<file path="config.mk">
export PLATFORM = sky130hd
export DESIGN_NAME = cb_config_loader
export DESIGN_NICKNAME = d
export VERILOG_FILES = /design/src/rtl/cb_config_loader.sv
export SDC_FILE = /design/constraint.sdc
export NUM_CORES = 1
export LEC_CHECK = 0
export BUFFER_PORTS_ARGS = -buffer_cell sky130_fd_sc_hd__buf_2
export CAP_MARGIN = 10
export CORE_UTILIZATION = 45
export DETAILED_ROUTE_END_ITERATION = 16
export PLACE_DENSITY = 0.66
export SLEW_MARGIN = 20
export SYNTH_ARGS = -nofsm -noshare
export SYNTH_HDL_FRONTEND = slang
export SYNTH_SLANG_ARGS = --single-unit
</file>
<file path="constraint.sdc">
create_clock -name clk -period 7.2 [get_ports clk]
set_input_delay 1.08 -clock clk [delete_from_list [all_inputs] [get_ports clk]]
set_output_delay 1.08 -clock clk [all_outputs]
set_load 0.05 [all_outputs]
</file>
<file path="src/rtl/cb_config_loader.sv">
// cb_config_loader: assembles config words in a shadow register and commits them to c atomically
module cb_config_loader #(
    parameter int CONF_WIDTH = 88,
    parameter int WORD_W     = 16,
    parameter int NWORDS     = (CONF_WIDTH + WORD_W - 1) / WORD_W,
    parameter int CNT_W      = $clog2(NWORDS + 1)
) (
    input  logic                  clk,
    input  logic                  rst,
    input  logic                  start,
    input  logic                  abort,
    input  logic [WORD_W-1:0]     cfg_data,
    input  logic                  cfg_valid,
    output logic                  cfg_ready,
    output logic [CONF_WIDTH-1:0] c,
    output logic                  c_valid,
    output logic                  busy,
    output logic                  done,
    output logic                  err
);
    typedef enum logic [1:0] {IDLE, LOAD, COMMIT} state_t;
    state_t state, state_d;
    logic [CNT_W-1:0] count;
    logic [CONF_WIDTH-1:0] shadow;
    logic [NWORDS*WORD_W-1:0] merged;
    logic accept, last, pad_bad;
    assign accept  = cfg_valid & cfg_ready;
    assign last    = count == CNT_W'(NWORDS - 1);
    assign pad_bad = |(merged >> CONF_WIDTH);
    // Shadow with the incoming word dropped into its slot; anything above CONF_WIDTH is padding
    always_comb begin
        merged = (NWORDS*WORD_W)'(shadow);
        for (int i = 0; i < NWORDS; i++)
            if (count == CNT_W'(i)) merged[i*WORD_W +: WORD_W] = cfg_data;
    end
    // Next state and handshake outputs; abort beats both acceptance and commit
    always_comb begin
        state_d   = state;
        cfg_ready = state == LOAD;
        busy      = state != IDLE;
        if (state == IDLE)
            state_d = (start && !abort) ? LOAD : IDLE;
        else if (abort || state == COMMIT)
            state_d = IDLE;
        else if (accept && last)
            state_d = pad_bad ? IDLE : COMMIT;
    end
    // State register
    always_ff @(posedge clk or posedge rst) begin
        if (rst) state <= IDLE;
        else     state <= state_d;
    end
    // Datapath: shadow fill, padding error, single-cycle commit to c
    always_ff @(posedge clk or posedge rst) begin
        if (rst) begin
            count   <= '0;
            shadow  <= '0;
            c       <= '0;
            c_valid <= 1'b0;
            done    <= 1'b0;
            err     <= 1'b0;
        end else begin
            done <= 1'b0;
            if (state == IDLE && start && !abort) begin
                count  <= '0;
                shadow <= '0;
                err    <= 1'b0;
            end
            if (state == LOAD && !abort && accept) begin
                shadow <= merged[CONF_WIDTH-1:0];
                count  <= count + 1'b1;
                if (last && pad_bad) err <= 1'b1;
            end
            if (state == COMMIT && !abort) begin
                c       <= shadow;
                c_valid <= 1'b1;
                done    <= 1'b1;
            end
        end
    end
endmodule

</file>
==> flow_summary.json, run 1 <==
{
  "layout.cells.most_common": "sky130_fd_sc_hd__dfrtp_1",
  "drt.antenna.violating_nets": 0,
  "min_from": "c_valid",
  "die_x_um": 130,
  "number_of_iterations_in_the_first_detailed_routing_pass": 4,
  "worst_ep_required_time_ps": 7500,
  "most-common-layout-cells": "sky130_fd_sc_hd__dfrtp_1, sky130_fd_sc_hd__mux2_2, sky130_fd_sc_hd__buf_2",
  "placementRows": 46,
  "post_synth_num_cell_types": 32,
  "grt_max_degree": 122,
  "grt_antenna_before_repair": 0,
  "cell_with_the_largest_stage_delay_on_the_worst_path": "sky130_fd_sc_hd__buf_4",
  "clock_root_buffer": "sky130_fd_sc_hd__clkbuf_16",
  "p_leak_nw": 4.63,
  "postSynthNetCount": 488,
  "placeable_core_region_um2": 15900,
  "worstMarginPinSlew_ps": 1040,
  "critical_path_class": "primary input to flip-flop",
  "ctsLongestPathBuffers": 2,
  "sequential_to_total_area_share_from_yosys_stat": 0.627,
  "rsz0062_at_grt": "no",
  "setup_total_negative_slack_ps": 0,
  "multi_input_area_um2": 2530,
  "post_cts.repair.setup_buffers": 0,
  "vias_post_dr": 4035,
  "setup_viol": 0,
  "htree_num_levels": 4,
  "timing.rr.start": "state[1]",
  "ff2ff_path_depth": 4,
  "max-cap-violations": 0,
  "floorplan.initialDensity": 0.462,
  "fill_cells": 1358,
  "timing.fmax_mhz": 321,
  "grt_overflow_total": 0,
  "preCtsSetupSlack_ps": 3630,
  "gp_congestion": 0.750,
  "drive_gt1_frac": 0.559,
  "final_cell_area_um2": 8660,
  "numCtsBuffers": 17,
  "layout_setup_ws_ps": 4090,
  "final-max-slew-violation-count": 0,
  "hold_viol_final": 0,
  "final_critical_delay_including_setup_and_external_delays_ps": 3110,
  "average_routed_wire_per_standard_cell_um": 17.9,
  "power.density_nw_per_um2": 244,
  "nets": 599,
  "start_point_of_the_critical_path": "abort",
  "ys.warnings.count": 0,
  "crit_path_max_incr_delay_ps": 760,
  "seqCellArea_um2": 4600,
  "drt-vias-per-instance": 5.04,
  "clk-insertion-delay-late_ps": 420,
  "min_period_over_period": 0.432,
  "final_util": 0.545,
  "port_buffers": 113,
  "run_status": "finished, final reports clean",
  "holdCritPathClass": "flip-flop to flip-flop",
  "global_route_wire_length_before_repair_mm": 23.4,
  "crit_path_start_kind": "primary input",
  "drc_errors": 0,
  "post_cts.resized_instances": 0,
  "async_reset_ff_frac": 1.00,
  "placed_area_um2": 8050,
  "synth_edf_count": 0,
  "hold_ws_ps": 461,
  "design.portCount": 114,
  "mean_area_per_synthesized_cell_um2": 15.9,
  "floorplan_die_area_um2": 16800,
  "critPathCaptureType": "flip-flop",
  "first_global_vias": 4207,
  "wl_mm": 14.3,
  "clock-skew-final_ps": 8.00,
  "hpwlAfterDp_mm": 9.58,
  "crit_path_max_fanout": 57,
  "die_height_um": 130,
  "timing.hold.worst_endpoint": "c_valid",
  "clock_sinks": 184,
  "area_growth_syn_to_layout_pct": 17.9,
  "ys_ff_latch": 184,
  "timing.hold.worst_path_depth": 1,
  "synth_cell_area_um2": 7340,
  "cts_tree": "yes",
  "clk_pin_slew_worst_paths_ps": 60,
  "rrSetupSlack_ps": 4370,
  "ir_worst_vdd_v": 0.000174,
  "worst_slew_margin_rel": 0.305,
  "first_iter_violations": 224,
  "worst_path_cell_chain": "buf_2 -> nand2b_1 -> nor2_4 -> buf_4 -> mux2_2",
  "crit-reg2reg-capture": "c[27]",
  "groute.usage.overall": 0.187,
  "critPathArrivalTime_ps": 3420,
  "ys.flop_type": "sky130_fd_sc_hd__dfrtp_1",
  "number_of_instances_in_the_synthesized_netlist": 462,
  "hold_bufs_at_cts": 0,
  "n_antenna_cell": 0
}
[critical path: cells and delay by family]
kind,cells,cell delay (ps)
and+or+nand+nor,2,950
muxes,1,420
buffers and inverters,2,930
[cell families (layout without fill, tap and decap cells)]
group | Yosys count | in the layout | share of synthesized area
DFF | 184 | 184 | 0.627
muxes | 169 | 169 | 0.265
buffers and inverters | 39 | 162 | 0.0324
and+or+nand+nor | 38 | 38 | 0.0355
AOI/OAI and AO/OA | 27 | 27 | 0.0315
adders and majority gates | 5 | 5 | 0.00852
[cell usage after synthesis (2+ instances only)]
library cell / number / share of area
sky130_fd_sc_hd__dfrtp_1: 184 / 0.63
sky130_fd_sc_hd__mux2_2: 158 / 0.24
sky130_fd_sc_hd__and2_1: 17 / 0.014
sky130_fd_sc_hd__inv_1: 15 / 0.0077
sky130_fd_sc_hd__buf_2: 12 / 0.0082
sky130_fd_sc_hd__mux2_4: 11 / 0.022
sky130_fd_sc_hd__o21ai_0: 9 / 0.0061
sky130_fd_sc_hd__o211ai_1: 8 / 0.0082
sky130_fd_sc_hd__ha_1: 5 / 0.0085
sky130_fd_sc_hd__clkbuf_1: 4 / 0.0020
sky130_fd_sc_hd__nand2b_1: 4 / 0.0034
sky130_fd_sc_hd__buf_6: 3 / 0.0046
sky130_fd_sc_hd__buf_8: 3 / 0.0061
sky130_fd_sc_hd__nand4bb_1: 3 / 0.0046
sky130_fd_sc_hd__o21ai_4: 3 / 0.0066
sky130_fd_sc_hd__or2_2: 3 / 0.0026
sky130_fd_sc_hd__a22o_1: 2 / 0.0024
sky130_fd_sc_hd__nand2_1: 2 / 0.0010
sky130_fd_sc_hd__nor2_1: 2 / 0.0010
sky130_fd_sc_hd__nor4_1: 2 / 0.0017
[flip-flops by register name (all words and copies together) (netlist names)]
name     cells
shadow      88
state        2
count        3
err          1
c_valid      1
c           88
done         1
[power breakdown]
group	internal [W]	switching [W]	total [W]
registers	0.00106	0.0000142	0.00107
logic	0.0000416	0.0000624	0.000104
clock network	0.000565	0.000369	0.000934
[cell type report]
type                    count  share of cell area
inverters                  15             0.00737
clock buffers              25              0.0595
repair buffers            116              0.0679
well taps                 216              0.0312
clock inverters             6              0.0101
multi-input cells         239               0.292
flip-flops and latches    184               0.532
[how the worst max path moves through the flow]
stage	endpoint	slack [ps]	cells past startpoint
floorplan	c[0]	1120	1
global placement	c[73]	3710	5
detailed placement	c[27]	3630	5
CTS	c[27]	4090	5
global route	c[27]	3920	5
finish	c[27]	4090	5
[metrics by stage]
| stage | std cells | total power, W |
|---|---|---|
| 6_report | 801 | 0.00211 |
| 5_1_grt | 801 | 0.00219 |
| 4_1_cts | 801 | 0.00213 |
| 3_5_place_dp | 770 | 0.00120 |
| 3_3_place_gp | 770 | 0.00119 |
| 2_1_floorplan | 462 | 0.00117 |
[per-layer routing]
| metal | GRT usage | wire, um | up-vias |
|---|---|---|---|
| met1 | 0.254 | 6630 | 2090 |
| met5 | 0 | 0 | - |
| met4 | 0.0513 | 138 | 0 |
| met2 | 0.295 | 6860 | 94 |
| met3 | 0.0541 | 719 | 15 |
| li1 | - | - | 1836 |
Power figures use the tool's default switching activity.
==> inputs of run 2 (changes only) <==
==> constraint.sdc (replaced) <==
create_clock -name clk -period 3.1 [get_ports clk]
set_input_delay 0.465 -clock clk [delete_from_list [all_inputs] [get_ports clk]]
set_output_delay 0.465 -clock clk [all_outputs]
set_load 0.05 [all_outputs]
==> run 2 against run 1 <==
- final area is 1.1% higher
- final cell count rose by 0.75%
- largest power group unchanged
- routed wire length is 1.7% higher
- first-iteration DRC count is 32% lower
- critical endpoint is now shadow[42]
- register-to-register slack worse by 3500 ps
- critical path type is now flip-flop to flip-flop
- core utilization grew 0.60 points
- highest routed layer unchanged
==> flow_summary.json, run 2 (same netlist as run 1, synthesis figures left out) <==
{
  "run_status": "finished, final reports clean",
  "fill_cells": 1342,
  "combPwrFrac": 0.049,
  "gp_congestion": 0.790,
  "first_iter_violations": 152,
  "placementRows": 46,
  "max-cap-violations": 0,
  "vias_post_dr": 4101,
  "worst_path_cell_chain": "or4b_4 -> o41ai_4 -> buf_4 -> mux2_2",
  "preCtsSetupSlack_ps": 844,
  "p_leak_nw": 4.69,
  "grt_antenna_before_repair": 0,
  "worst_slew_margin_rel": 0.480,
  "min_period_over_period": 0.715,
  "most-common-layout-cells": "sky130_fd_sc_hd__dfrtp_1, sky130_fd_sc_hd__mux2_2, sky130_fd_sc_hd__buf_2",
  "layout.cells.most_common": "sky130_fd_sc_hd__dfrtp_1",
  "critPathArrivalTime_ps": 2530,
  "area_growth_syn_to_layout_pct": 19.2,
  "clock-skew-final_ps": 5.44,
  "clk_pin_slew_worst_paths_ps": 70,
  "ff2ff_path_depth": 4,
  "n_antenna_cell": 0,
  "final_critical_delay_including_setup_and_external_delays_ps": 2220,
  "grt_overflow_total": 0,
  "clock_root_buffer": "sky130_fd_sc_hd__clkbuf_16",
  "layout_setup_ws_ps": 883,
  "timing.rr.start": "state[0]",
  "drc_errors": 0,
  "hold_bufs_at_cts": 0,
  "nets": 604,
  "power.switching_fraction": 0.212,
  "grt_max_degree": 80,
  "clockPowerShare": 0.457,
  "clock_sinks": 184,
  "setup_total_negative_slack_ps": 0,
  "placeable_core_region_um2": 15900,
  "first_global_vias": 4306,
  "numCtsBuffers": 17,
  "floorplan_die_area_um2": 16800,
  "cellInternalPower_w": 0.00397,
  "design.portCount": 114,
  "hold_viol_final": 0,
  "critPathCaptureType": "flip-flop",
  "floorplan.initialDensity": 0.462,
  "cell_with_the_largest_stage_delay_on_the_worst_path": "sky130_fd_sc_hd__or4b_4",
  "rsz0062_at_grt": "no",
  "number_of_iterations_in_the_first_detailed_routing_pass": 4,
  "net_sw_power_w": 0.00107,
  "global_route_wire_length_before_repair_mm": 23.9,
  "groute.usage.overall": 0.192,
  "timing.fmax_mhz": 451,
  "power.density_nw_per_um2": 576,
  "die_x_um": 130,
  "wl_mm": 14.6,
  "crit_path_max_fanout": 16,
  "crit_path_start_kind": "flip-flop",
  "worstMarginPinSlew_ps": 778,
  "worst_ep_required_time_ps": 3410,
  "clk-insertion-delay-late_ps": 430,
  "port_buffers": 113,
  "crit-reg2reg-capture": "shadow[42]",
  "largest_registers": "c (88), shadow (88), count (3)",
  "holdCritPathClass": "primary input to async pin",
  "average_routed_wire_per_standard_cell_um": 18.1,
  "final-max-slew-violation-count": 0,
  "cts_tree": "yes",
  "die_height_um": 130,
  "ir_worst_vdd_v": 0.000405,
  "hpwlAfterDp_mm": 10.0,
  "crit_path_max_incr_delay_ps": 740,
  "critical_path_class": "flip-flop to flip-flop",
  "rrSetupSlack_ps": 880,
  "drive_gt1_frac": 0.565,
  "post_cts.repair.setup_buffers": 0,
  "ctsLongestPathBuffers": 2,
  "setup_viol": 0,
  "drt.antenna.violating_nets": 0,
  "htree_num_levels": 4,
  "power_frac_seq": 0.493,
  "post_cts.resized_instances": 0,
  "drt-vias-per-instance": 5.08
}
==> run 2: cell types whose count changed in the layout (fill, tap and decap cells not counted), sizes merged <==
cell / change
clkinvlp: -1
clkinv: +4
clkbuf: -4
buf: +5
bufinv: +2
==> run 2: layout make-up <==
| class | instances | area (um^2) | share of cell area |
|---|---|---|---|
| Inverter | 15 | 60.1 | 0.00686 |
| Clock inverter | 11 | 169 | 0.0193 |
| Clock buffer | 21 | 470 | 0.0537 |
| Sequential cell | 184 | 4600 | 0.526 |
| Multi-Input combinational cell | 239 | 2530 | 0.289 |
| Timing Repair Buffer | 121 | 651 | 0.0743 |
| Tap cell | 216 | 270 | 0.0309 |
==> run 2: worst max-delay path, delay by kind of cell (launching register included) <==
family / cells / cell delay (ps)
AO/OA/AOI/OAI: 1 / 90
buffers and inverters: 1 / 350
flip-flops: 1 / 520
multiplexers: 1 / 380
AND/OR/NAND/NOR: 1 / 740
==> run 2: routing by layer <==
metal	track usage	vias up	share of wire
li1	-	1855	-
met1	0.261	2130	0.46
met3	0.0451	18	0.044
met4	0.0732	0	0.015
met2	0.300	98	0.48
met5	0	-	0
==> run 2: per-stage QoR <==
step | area, um^2 | hold WS (ps) | instances | util | total power (W)
global placement | 8110 | 447 | 775 | 0.511 | 0.00277
floorplan | 7340 | 475 | 462 | - | 0.00271
detailed placement | 8110 | 450 | 775 | 0.511 | 0.00279
CTS | 8750 | 178 | 807 | 0.551 | 0.00510
finish | 8750 | 173 | 807 | 0.551 | 0.00504
global route | 8750 | 224 | 807 | 0.551 | 0.00523
==> run 2: worst max path at each step <==
stage,cells after the start,endpoint,from
CTS,6,shadow[50],count[0]
detailed placement,5,shadow[42],abort
finish,4,shadow[42],state[0]
global route,6,shadow[62],count[0]
floorplan,1,c[0],rst
global placement,5,shadow[45],abort
==> run 2: power groups by stage <==
| stage | logic (W) | clock network, W | registers [W] |
|---|---|---|---|
| final | 0.000248 | 0.00231 | 0.00249 |
| after floorplan | 0.000193 | 0 | 0.00252 |
| after CTS | 0.000255 | 0.00236 | 0.00249 |
| after global placement | 0.000244 | 0 | 0.00253 |
| after detailed placement | 0.000254 | 0 | 0.00253 |
| after global routing | 0.000275 | 0.00246 | 0.00249 |
